<file path="src/rtl/brom_stream_loader.sv">
// rtl/brom_stream_loader.sv - stream loader writing a 256x8 block RAM with a registered read port
// Optional checksum output enabled by BROM_LOADER_CHECKSUM_EN.
module brom_stream_loader #(
  parameter int WIDTH = 8,
  parameter int AW    = 8
) (
  input  logic             clock,
  input  logic             reset,
  input  logic             start,
  input  logic             in_valid,
  output logic             in_ready,
  input  logic [WIDTH-1:0] in_data,
  input  logic             in_last,
  output logic             busy,
  output logic             done,
  output logic [AW:0]      count,
  input  logic [AW-1:0]    addr,
  output logic [WIDTH-1:0] y
`ifdef BROM_LOADER_CHECKSUM_EN
  ,
  output logic [WIDTH-1:0] csum
`endif
);

  typedef enum logic [1:0] {S_IDLE, S_LOAD, S_DONE} state_t;

  localparam logic [AW-1:0] LAST_ADDR = '1;

  state_t           r_state;
  logic [AW-1:0]    r_wr_ptr;
  logic [AW:0]      r_count;
  logic             r_in_ready;
  logic             r_busy;
  logic             r_done;
  logic [WIDTH-1:0] r_y;
`ifdef BROM_LOADER_CHECKSUM_EN
  logic [WIDTH-1:0] r_csum;
`endif

  (* ram_style = "block" *) logic [WIDTH-1:0] r_mem [0:(1<<AW)-1];

  logic w_hs;
  logic w_we;

  assign w_hs = r_in_ready & in_valid;
  // A restart pulse wins over a same-cycle handshake, so that word is dropped.
  assign w_we = w_hs & ~start;

  always_ff @(posedge clock or negedge reset) begin
    if (!reset) begin
      r_state    <= S_IDLE;
      r_wr_ptr   <= '0;
      r_count    <= '0;
      r_in_ready <= 1'b0;
      r_busy     <= 1'b0;
      r_done     <= 1'b0;
`ifdef BROM_LOADER_CHECKSUM_EN
      r_csum     <= '0;
`endif
    end else begin
      case (r_state)
        S_IDLE, S_DONE: begin
          if (start) begin
            r_state    <= S_LOAD;
            r_wr_ptr   <= '0;
            r_count    <= '0;
            r_in_ready <= 1'b1;
            r_busy     <= 1'b1;
            r_done     <= 1'b0;
`ifdef BROM_LOADER_CHECKSUM_EN
            r_csum     <= '0;
`endif
          end
        end
        S_LOAD: begin
          if (start) begin
            r_wr_ptr <= '0;
            r_count  <= '0;
`ifdef BROM_LOADER_CHECKSUM_EN
            r_csum   <= '0;
`endif
          end else if (w_hs) begin
            r_count <= r_count + 1'b1;
`ifdef BROM_LOADER_CHECKSUM_EN
            r_csum  <= r_csum + in_data;
`endif
            // The pointer parks on the top address rather than wrapping.
            if (r_wr_ptr != LAST_ADDR) begin
              r_wr_ptr <= r_wr_ptr + 1'b1;
            end
            if (in_last || (r_wr_ptr == LAST_ADDR)) begin
              r_state    <= S_DONE;
              r_in_ready <= 1'b0;
              r_busy     <= 1'b0;
              r_done     <= 1'b1;
            end
          end
        end
        default: begin
          r_state    <= S_IDLE;
          r_in_ready <= 1'b0;
          r_busy     <= 1'b0;
          r_done     <= 1'b0;
        end
      endcase
    end
  end

  always_ff @(posedge clock) begin
    if (w_we) begin
      r_mem[r_wr_ptr] <= in_data;
    end
  end

  // Read-first: the write above lands after this sample of the old word.
  always_ff @(posedge clock or negedge reset) begin
    if (!reset) begin
      r_y <= '0;
    end else begin
      r_y <= r_mem[addr];
    end
  end

  assign in_ready = r_in_ready;
  assign busy     = r_busy;
  assign done     = r_done;
  assign count    = r_count;
  assign y        = r_y;
`ifdef BROM_LOADER_CHECKSUM_EN
  assign csum     = r_csum;
`endif

endmodule
</file>
<file path="config.mk">
export PLATFORM = sky130hd
export DESIGN_NAME = brom_stream_loader
export DESIGN_NICKNAME = d
export VERILOG_FILES = /design/src/rtl/brom_stream_loader.sv
export SDC_FILE = /design/constraint.sdc
export NUM_CORES = 2
export LEC_CHECK = 0
export BUFFER_PORTS_ARGS = -buffer_cell sky130_fd_sc_hd__buf_2
export CELL_PAD_IN_SITES_DETAIL_PLACEMENT = 2
export CELL_PAD_IN_SITES_GLOBAL_PLACEMENT = 2
export CORE_MARGIN = 2
export CORE_UTILIZATION = 50
export DETAILED_ROUTE_END_ITERATION = 7
export PLACE_DENSITY_LB_ADDON = 0.1
export SYNTH_ARGS = -nofsm -noshare
export SYNTH_HDL_FRONTEND = slang
export SYNTH_SLANG_ARGS = --single-unit
</file>
<file path="constraint.sdc">
create_clock -name clock -period 2.8 [get_ports clock]
set_input_delay 0.14 -clock clock [delete_from_list [all_inputs] [get_ports clock]]
set_output_delay 0.14 -clock clock [all_outputs]
set_load 0.02 [all_outputs]
</file>
==> metrics <==
worst reg2reg path startpoint=r_mem[153][4]$_DFFE_PP_; Buf+Inv Stages, Crit Path=1; most frequent cells after synthesis=edfxtp_1 (2,048), mux4_2 (437), nor2_1 (308); Main synth FF type=edfxtp_1; CP endpoint kind=flop; Layout Skew=41.78 ps; critical-path cell list=mux4_2, a22oi_1, a21oi_1, or2_0, o32ai_4, buf_4, nor3_2; remaining antenna violation count=0; sequential-to-total area share from yosys stat=77.08%; failing checks=negative setup slack; CP endpoint=y[4]$_DFF_PN0_; GRT overflow=0; Cell Count, Final, Fillers Out=6,852; # Max-Cap Violations=0; Power Dens Cells=718.5 nW/um^2; RSZ-0062 raised after global routing=true; largest net degree at the start of global routing=105; EDFF count, synth=2,048; first-pass iteration count of the detailed router=5; H-tree lvl count=4; startpoint types=flop; status=finished, violations left; top sig layer=met5; pins over their slew limit=0; Seq cells post-synth=2,076; synthesized instance count=3,896; wire per inst=45.37 um; CP startpoint=r_mem[153][4]$_DFFE_PP_; total number of vias=47.61k; met2 wire length=152.1 mm; Synth Area per Inst=20.71 sq um; Post-CTS Setup Bufs=0; GPL Wtd Cong=0.8384; Post-DP Area=87,390 sq um; Die H=405.7 um; TNS Setup=-440.0 ps; cell area after layout=94,440 sq um; fin crit share=103.7%; Num CTS Buffers=209; CTS Buffer Depth=3; Final Core Density=58.88%; clk_lat worst skew=860 ps; Starting Density=50.31%; final setup margin=-104.7 ps; Setup CP Type=flop to flop; top cells by area, synth=edfxtp_1 (76%), mux4_2 (12%), mux2i_1 (1.9%); clock sink total=2,076; Least-Margin Pin Slew=1182 ps; vias per std cell=6.948; Max Fclk=344.3 MHz; Post-Route WL=310.9 mm; Worst Path Required=3510 ps; root buf cell=clkbuf_16; sequential power share=50.6%; most instantiated library cell after synthesis=edfxtp_1; worst hold path class=input pin to flop; Area Growth Syn to Fin=17.03%; Tot GR Track Use=38.24%; Crit path depth=7; met3 wire length=29.65 mm; Hold Vio Cnt, Final=0; CP top delay family=compound AO/OA/AOI/OAI gates; Initial DRC Count=7,134; Synth area leader=edfxtp_1; first-pass GRT wire length=429.6 mm; Yosys cell types=61; Crit path largest cell delay=530 ps; Post-Syn Area=80,690 sq um; slew margin rel.=20.59%; synth warn=0; RR Endpoint=y[4]$_DFF_PN0_; Place WS=-682.5 ps; Die ar.=164,600 sq um; Fillers=13.01k; Yosys top cell area share=76.21%; worst hold slack=44.97 ps; sw frac=24.24%; Arr. time, crit path=3610 ps; setup slack, reg-to-reg=-100 ps; slowest stage cell, crit path=mux4_2; Reg clk slew, reported paths=70 ps; combinational share of power=6.5%; crit path max fanout=1; Final setup viols=19; DIE WIDTH=405.7 um; syn nets=3,922; reg2reg path depth=7; Ports=41; Placed Instances=6,444; share of cells above drive strength 1=30.67%; core outline area=160,400 sq um; CTS tree=yes; DPL Wire Length=177.0 mm; PortBufs=40; peak supply drop=793.8 uV; antenna violations before repair=22; Pleak=30.65 nW; Layout Nets=4,534; final total power=67.86 mW; routed length on met1=114.2 mm; Rows=147; clock power share=42.9%; Int Pwr=51.41 mW; FFs w/ async S/R, synth=1.349%; number of global-route vias before repair=50.19k; Final Critical Period=2905 ps; Psw=16.45 mW; DRC violations left=0
[routing by layer]
metal | up-vias | track usage [%]
met4 | 16 | 16.17
met1 | 25790 | 50.43
met5 | - | 0
met3 | 749 | 7.798
met2 | 3570 | 62.34
li1 | 17490 | -
[power by group through the flow]
stage               Clock, mW  Combinational, mW  Sequential, mW
global placement            0               3.82            35.0
finish                   29.1               4.41            34.3
detailed placement          0               4.10            35.0
floorplan                   0               1.83            35.0
global route             30.1               4.52            34.3
CTS                      29.2               4.33            34.3
[how the worst min path moves through the flow]
stage | from | to | slack, ps | cells after the start
after global routing | in_data[7] | r_mem[183][7]$_DFFE_PP_ | 50 | 1
after global placement | reset | count[1]$_DFFE_PN0P_ | 310 | 1
after floorplan | reset | busy$_DFFE_PN0P_ | -160 | 0
final | in_data[7] | r_mem[182][7]$_DFFE_PP_ | 40 | 1
after detailed placement | reset | count[1]$_DFFE_PN0P_ | 340 | 1
after CTS | in_data[7] | r_mem[182][7]$_DFFE_PP_ | 20 | 1
[cell families after synthesis]
kind of cell               synth area share [%]
muxes                                     14.31
DFF                                       77.08
buffers and inverters                     1.845
adders and majority gates               0.07753
AOI/OAI and AO/OA                         3.876
and+or+nand+nor                           2.780
xor gates and xnor gates                0.03257
[sequential cells by signal (all words and copies together) (netlist names)]
register	flops
r_wr_ptr	8
y	8
r_mem	2048
busy	1
count	9
r_state	2
[placed cells by master (no fill, tap or decap), types with 15 or more instances in the layout]
cell,netlist,layout
mux4_2,437,437
o221ai_1,41,41
buf_2,48,28
o21ai_0,33,33
clkbuf_1,98,37
clkbuf_8,0,22
clkinv_2,0,49
a21oi_1,85,85
nor2_1,308,286
clkbuf_16,0,211
nor2_2,0,19
bufinv_16,0,17
buf_4,18,522
a22oi_1,133,133
edfxtp_1,2048,2048
mux2_2,15,15
mux2i_1,152,151
nor3_1,33,33
clkinv_1,2,47
dfrtp_1,28,28
o22ai_1,45,44
nand2_1,72,70
buf_12,5,61
a221oi_1,18,16
nand3_1,34,34
[area by class of cell]
| cell class | instances | area (sq um) | area share (%) |
|---|---|---|---|
| clock inverter | 129 | 1120 | 1.186 |
| sequential | 2076 | 62200 | 65.86 |
| antenna | 4 | 10.01 | 0.01060 |
| tap | 2160 | 2703 | 2.862 |
| inverter | 6 | 22.52 | 0.02385 |
| multi-input combinational | 1580 | 17210 | 18.22 |
| clock buffer | 262 | 5612 | 5.942 |
| timing repair buffer | 635 | 5563 | 5.890 |
[worst reg2reg max path, cell delays in order (launching register included)]
cell	delay (ps)
edfxtp_1	420
mux4_2	530
a22oi_1	360
a21oi_1	240
or2_0	450
o32ai_4	500
buf_4	210
nor3_2	40
[what timing repair did]
item                       CTS  global route
hold buffers                13             0
gates resized for setup     17            23
setup endpoints to repair  123           145
hold endpoints to repair   355             0
Note: power is estimated with default switching activity, not from simulation.
